## src/rtl/rst_seq_ctrl.sv

```systemverilog
// Sequenced reset controller: holds every domain reset for a minimum time after
// the last request, then releases the domains one by one in ascending order.
module rst_seq_ctrl #(
  parameter int NUMBER_OF_RSTS    = 4,
  parameter int MIN_ASSERT_CYCLES = 16,
  parameter int RELEASE_STEP      = 8,
  parameter int SYNC_STAGES       = 2
) (
  input  logic                      clk,
  input  logic                      rst,
  input  logic                      rst_req_async,
  input  logic                      sw_rst_req,
  output logic [NUMBER_OF_RSTS-1:0] rst_out,
  output logic [NUMBER_OF_RSTS-1:0] rst_n_out,
  output logic                      rst_done
);
  localparam int MAXC = (MIN_ASSERT_CYCLES > RELEASE_STEP) ? MIN_ASSERT_CYCLES : RELEASE_STEP;
  localparam int CW   = $clog2(MAXC + 1);
  localparam int IW   = $clog2(NUMBER_OF_RSTS) + 1;
  localparam logic [CW-1:0] HOLD_END = CW'(MIN_ASSERT_CYCLES - 1);
  localparam logic [CW-1:0] STEP_END = CW'(RELEASE_STEP - 1);
  localparam logic [IW-1:0] LAST_IDX = IW'(NUMBER_OF_RSTS - 1);

  typedef enum logic [1:0] {HOLD, RELEASE, DONE} state_t;

  state_t                 state;
  logic [CW-1:0]          cnt;
  logic [IW-1:0]          idx;
  logic [SYNC_STAGES-1:0] sync;
  logic                   req;

  assign req       = sync[SYNC_STAGES-1] | sw_rst_req;
  assign rst_n_out = ~rst_out;

  always_ff @(posedge clk) begin
    if (rst) sync <= '0;
    else     sync <= {sync[SYNC_STAGES-2:0], rst_req_async};
  end

  // Releases shift a zero in from the bottom, so bits can only ever clear in
  // ascending order and can only set all together.
  always_ff @(posedge clk) begin
    if (rst) begin
      state    <= HOLD;
      cnt      <= '0;
      idx      <= '0;
      rst_out  <= '1;
      rst_done <= 1'b0;
    end else begin
      case (state)
        HOLD: begin
          if (req) begin
            cnt <= '0;
          end else if (cnt == HOLD_END) begin
            rst_out <= rst_out << 1;
            idx     <= IW'(1);
            cnt     <= '0;
            if (NUMBER_OF_RSTS == 1) begin
              state    <= DONE;
              rst_done <= 1'b1;
            end else begin
              state <= RELEASE;
            end
          end else begin
            cnt <= cnt + 1'b1;
          end
        end
        RELEASE: begin
          if (req) begin
            rst_out <= '1;
            cnt     <= '0;
            idx     <= '0;
            state   <= HOLD;
          end else if (cnt == STEP_END) begin
            rst_out <= rst_out << 1;
            idx     <= idx + 1'b1;
            cnt     <= '0;
            if (idx == LAST_IDX) begin
              state    <= DONE;
              rst_done <= 1'b1;
            end
          end else begin
            cnt <= cnt + 1'b1;
          end
        end
        DONE: begin
          if (req) begin
            rst_out  <= '1;
            rst_done <= 1'b0;
            cnt      <= '0;
            idx      <= '0;
            state    <= HOLD;
          end
        end
        default: begin
          state   <= HOLD;
          rst_out <= '1;
          cnt     <= '0;
          idx     <= '0;
        end
      endcase
    end
  end
endmodule

```

## config.mk

```make
export PLATFORM = sky130hd
export DESIGN_NAME = rst_seq_ctrl
export DESIGN_NICKNAME = d
export VERILOG_FILES = /design/src/rtl/rst_seq_ctrl.sv
export SDC_FILE = /design/constraint.sdc
export NUM_CORES = 1
export LEC_CHECK = 0
export ABC_AREA = 1
export ABC_CLOCK_PERIOD_IN_PS = 1500
export CAP_MARGIN = 10
export CELL_PAD_IN_SITES_DETAIL_PLACEMENT = 0
export CELL_PAD_IN_SITES_GLOBAL_PLACEMENT = 2
export CORE_AREA = 2 2 83 53
export DETAILED_ROUTE_END_ITERATION = 12
export DIE_AREA = 0 0 85 55
export GPL_TIMING_DRIVEN = 0
export PLACE_DENSITY = 0.82
export SETUP_SLACK_MARGIN = 0.1
export SLEW_MARGIN = 0
export SYNTH_ARGS = -nofsm -noshare
export SYNTH_HDL_FRONTEND = slang
export SYNTH_SLANG_ARGS = --single-unit
```

## constraint.sdc

```tcl
create_clock -name clk -period 1.5 [get_ports clk]
set_input_delay 0.3 -clock clk [delete_from_list [all_inputs] [get_ports clk]]
set_output_delay 0.3 -clock clk [all_outputs]
set_load 0.01 [all_outputs]
```

---- After elaboration in Yosys (flattened, before gate mapping) ----
Index checks and enable logic that the tools add are counted.
Widths: inputs -> output; s select.
cells by class
  add/sub/neg operators ................... 2
  equal/unequal tests ..................... 13
  mux-type cells .......................... 30
  bitwise logic cells ..................... 2
  reductions and logical operators ........ 5
operators by type and width
  cell                 number
  $mux 5               5
  $mux 4               5
  $mux 3               5
  $pmux 5 s3           1
  $mux 2               6
  $ne 2x2->1 const B   6
  $pmux 4 s3           1
  $reduce_and 5->1     2
  $pmux 3 s3           1
  $ne 3x3->1 const B   2
  $pmux 2 s3           1
  $add 5x1->5 const B  1
  $eq 5x3->1 const B   1
  $eq 5x4->1 const B   1
  $mux 1               4
  $not 4->4            1
  $reduce_and 4->1     1
  $add 3x1->3 const B  1
  $eq 3x2->1 const B   1
  $eq 2x1->1 const B   1
  $eq 2x2->1 const B   1
  $logic_not 2->1      1
  $pmux 1 s2           1
  $reduce_bool 2->1    1
  $or 1x1->1           1
storage, ports and cells
  register bits ........................... 17
  input bits .............................. 4
  output and inout bits ................... 9
  word-level logic and storage cells ...... 58

---- Depth between registers and ports, before layout ----
  word-level depth ........................ 5
  mapped depth ............................ 11
  mapped depth without buffers ............ 11

---- Least setup slack after synthesis ----
OpenSTA, ideal clock, no wires.
  path type ............................... register to register
  from .................................... reg cnt[0]
  to ...................................... reg rst_out[1]
  library setup time ...................... 0.122 ns
  arrival time ............................ 1.366 ns
  path slack .............................. 0.012 ns
  cell stages (with the launch flop) ...... 12
  buffers on the path ..................... 0
  cells stage by stage .................... dfxtp_1 > ha_1 > nand2_1 > nor2_1 > ha_1 > inv_1 > nand2_1 > nand2_2 > nor2_4 > nand2_2 > nand2_1 > nand3_1
on the way
  cells in the longest elaborated chain, start to end .. 3
  elaborated cells on any way between the ends .. 5
  those cells by class .................... 4 x eq/ne; 1 x reduce/logical
ends and longest elaborated chain
  element                                                    line    RTL
  from (decl)                                                27      logic [CW-1:0] cnt;
  from (signal assigned)                                     65      cnt <= cnt + 1'b1;
  from (signal assigned)                                     83      cnt <= cnt + 1'b1;
  $eq 5x3->1 or $eq 5x4->1 (tied branches)                   74, 54
  $ne 3x3->1 (no source line) or $ne 2x2->1 (tied branches)  n/a
  $reduce_and 4->1 (no source line) (*)                      n/a
  to (signal assigned)                                       55      rst_out <= rst_out << 1;
  to (signal assigned)                                       75      rst_out <= rst_out << 1;
  to (decl)                                                  13      output logic [NUMBER_OF_RSTS-1:0] rst_out,
Mark *: on every way between the ends. The rest lies on a longest branch, timed or not.
A chain may end at the register's enable or synchronous reset.

---- Worst setup path in the final report ----
  from .................................... reg cnt[0]
  to ...................................... reg rst_out[2]
Same word-level chain as after synthesis.

==> flow_metrics.env <==
export IMPL_slowest_delay_ns=0.36
export IMPL_cts_tree="built"
export IMPL_io_pins=13
export IMPL_htreeDepth=1
export IMPL_antenna_found_initial=0
export IMPL_fin_nets=179
export IMPL_row_count=18
export IMPL_yosys_cell_types_count=19
export IMPL_dp_cells=205
export IMPL_synth_seq_cells=17
export IMPL_post_route_drc_count=0
export IMPL_drt_iter0_markers=139
export IMPL_clkTransAtPathRegs_ns=0.08
export IMPL_grt_max_degree=11
export IMPL_ys_warn_count=0
export IMPL_antenna_cells=0
export IMPL_cp_max_fo=5
export IMPL_slew_headroom=0.745
export IMPL_grtUsageMet3=0.0326
export IMPL_finalPower_w=0.00191
export IMPL_use_met2=0.174
export IMPL_worst_endpoint_arrival_ns=1.65
export IMPL_setup_viol_count_final=2
export IMPL_placed_area_um2=1200
export IMPL_hold_class="flop to flop"
export IMPL_avgSynthCellArea_um2=6.92
export IMPL_r2r_cells=11
export IMPL_first_pass_iters=4
export IMPL_gr_usage_met1=0.159
export IMPL_rsz0062_at_grt="true"
export IMPL_final_cells=219
export IMPL_grt_overflow=0
export IMPL_holdBufCountCts=0
export IMPL_io_buffers=12
export IMPL_period_needed_ns=1.51
export IMPL_crit_slowest_cell="dfxtp_2"
export IMPL_viasPerCell=4.34
export IMPL_grt_pass1_wl_um=4020
export IMPL_first_global_vias=823
export IMPL_start_util=0.251
export IMPL_start_kind="flop"
export IMPL_die_h_um=55
export IMPL_syn_num_nets=152
export IMPL_fill_cells=431
export IMPL_skew_ns=0.00202
export IMPL_endpoint_kind="flop"
export IMPL_gp_congestion=0.782
export IMPL_status="finished, violations left"
export IMPL_postRouteAntennaNets=0
export IMPL_synth_cells=143
export IMPL_design_area_um2=1390
export IMPL_grt_usage=0.114
export IMPL_clock_latency_ns=0.26
export IMPL_ys_seq_area_frac=0.344
export IMPL_p_per_area_nw_per_um2=1370
export IMPL_critPathRequiredTime_ns=1.64
export IMPL_violations="setup timing"
export IMPL_layout_drive_gt1_share=0.320
export IMPL_p_leak_nw=0.674
export IMPL_cts_sinks=17
export IMPL_hold_viol=0
export IMPL_cts_root_buf="clkbuf_8"
export IMPL_min_path_cells=2
export IMPL_max_cap_viol_count=0
export IMPL_setup_ws_ns=-0.00914
export IMPL_vdd_drop_max_mv=0.466
export IMPL_core_area_um2=3940
export IMPL_fmax_mhz=663
export IMPL_slew_viol_final=0
export IMPL_critical_path_cell_chain="ha_4 -> nand2_4 -> nor2_4 -> ha_4 -> inv_4 -> nand2_2 -> nand2_2 -> nor2_4 -> nand2_4 -> nand2_1 -> nand3_1"
export IMPL_totalWireLength_um=2440
export IMPL_finalCritPeriodShare=1.01
export IMPL_clockBufferDepth=2
export IMPL_die_w_um=85
export IMPL_netlist_area_um2=990
export IMPL_cts_made_buffers=3
export IMPL_busiest_layer="met2"
export IMPL_worst_pin_slew_ns=0.382
export IMPL_die_area_um2=4680
export IMPL_crit_type="flop to flop"
export IMPL_place_hpwl_um=1720
export IMPL_wl_per_cell_um=11.2
export IMPL_syn_to_final_growth_pct=40.6
export IMPL_vias=950
==> power breakdown <==
part	internal, W	total [W]	leakage (nW)	switching [W]
registers	0.000556	0.000656	0.140	0.000100
logic	0.000358	0.000887	0.508	0.000529
clock network	0.000185	0.000367	0.0255	0.000182
total	0.00110	0.00191	0.674	0.000811
==> stage by stage <==
stage	setup slack [ns]	setup TNS (ns)	util	hold slack [ns]
floorplan	0.0738	0	-	0.369
detailed placement	-0.247	-2.85	0.306	0.403
global placement	-0.249	-2.92	0.306	0.400
finish	-0.00914	-0.0168	0.353	0.414
CTS	0.00246	0	0.329	0.417
global route	-0.122	-0.741	0.353	0.452
==> area by class of cell <==
cell class / count / area [µm²] / share of cell area
buffer: 1 / 5.00 / 0.00360
inverter: 27 / 106 / 0.0764
tap: 50 / 62.6 / 0.0450
sequential: 17 / 344 / 0.247
clock inverter: 1 / 5.00 / 0.00360
timing repair buffer: 22 / 194 / 0.139
multi-input combinational: 98 / 633 / 0.455
clock buffer: 3 / 41.3 / 0.0297
==> per-layer routing <==
layer | vias to the layer above | wire [µm]
met4 | 0 | 12
met3 | 2 | 84
li1 | 501 | -
met2 | 16 | 1020
met5 | - | 0
met1 | 431 | 1330
==> worst paths after layout <==
check / startpoint / end / slack (ns)
max: cnt[0] / rst_out[2] / -0.009
min: sync[0] / sync[1] / 0.41
min reg2reg: sync[0] / sync[1] / 0.41
max reg2reg: cnt[0] / rst_out[2] / -0.009
==> logic make-up (layout without fill, tap and decap cells) <==
logic type,Yosys count,in the layout,synth area share
simple gates,80,80,0.411
buf+inv,28,54,0.107
flops,17,17,0.344
compound gates,12,12,0.0657
fa+ha+maj,5,5,0.0632
xor+xnor,1,1,0.00885
==> critical path: cells and delay by family (launching register included) <==
| family | cells | cell delay, ns |
|---|---|---|
| adders and majority gates | 2 | 0.31 |
| buffers and inverters | 1 | 0.04 |
| DFF | 1 | 0.36 |
| and+or+nand+nor | 8 | 0.69 |
==> cells in the mapped netlist <==
master | number | share of area
dfxtp_1 | 17 | 0.34
nand3_1 | 12 | 0.061
nor2_1 | 15 | 0.057
ha_1 | 5 | 0.063
xor2_1 | 1 | 0.0089
nand2_4 | 2 | 0.023
nand3_2 | 1 | 0.010
o21ai_0 | 1 | 0.0051
a21oi_1 | 6 | 0.030
o21ai_1 | 3 | 0.015
inv_2 | 5 | 0.019
nor2_2 | 2 | 0.013
nor2_4 | 6 | 0.068
nand4_1 | 3 | 0.019
nand2_2 | 5 | 0.032
o211ai_1 | 2 | 0.015
nand2_1 | 34 | 0.13
buf_2 | 1 | 0.0051
inv_1 | 22 | 0.083
==> cell usage in the layout, fill, tap and decap left out <==
cell type / count
nand4_1: 3
nor2_2: 2
o21ai_2: 1
dfxtp_2: 3
ha_4: 2
clkbuf_8: 3
nand3_2: 2
nand2_1: 27
nand2_4: 4
dlymetal6s2s_1: 1
o211ai_1: 2
xor2_1: 1
a21oi_1: 6
nand3_1: 11
nand2_8: 1
ha_1: 3
buf_4: 8
nor2_4: 8
nand2_2: 9
o21ai_1: 2
buf_2: 1
o21ai_0: 1
inv_4: 2
dfxtp_1: 14
clkdlybuf4s50_1: 2
clkinv_2: 1
inv_2: 5
nor2_1: 13
inv_1: 20
buf_6: 2
dlygate4sd2_1: 9
==> repair_timing <==
action / in CTS / in global routing
setup endpoints to repair: 21 / 14
buffers inserted: 4 / 6
resized for setup: 15 / 15
pin swaps: 15 / 9
hold endpoints to repair: 0 / 0
==> sequential cells by signal, indices dropped and copies added (netlist names) <==
register,flops
sync,2
idx,3
rst_out,4
cnt,5
state,2
rst_done,1
Power figures use the tool's default switching activity.
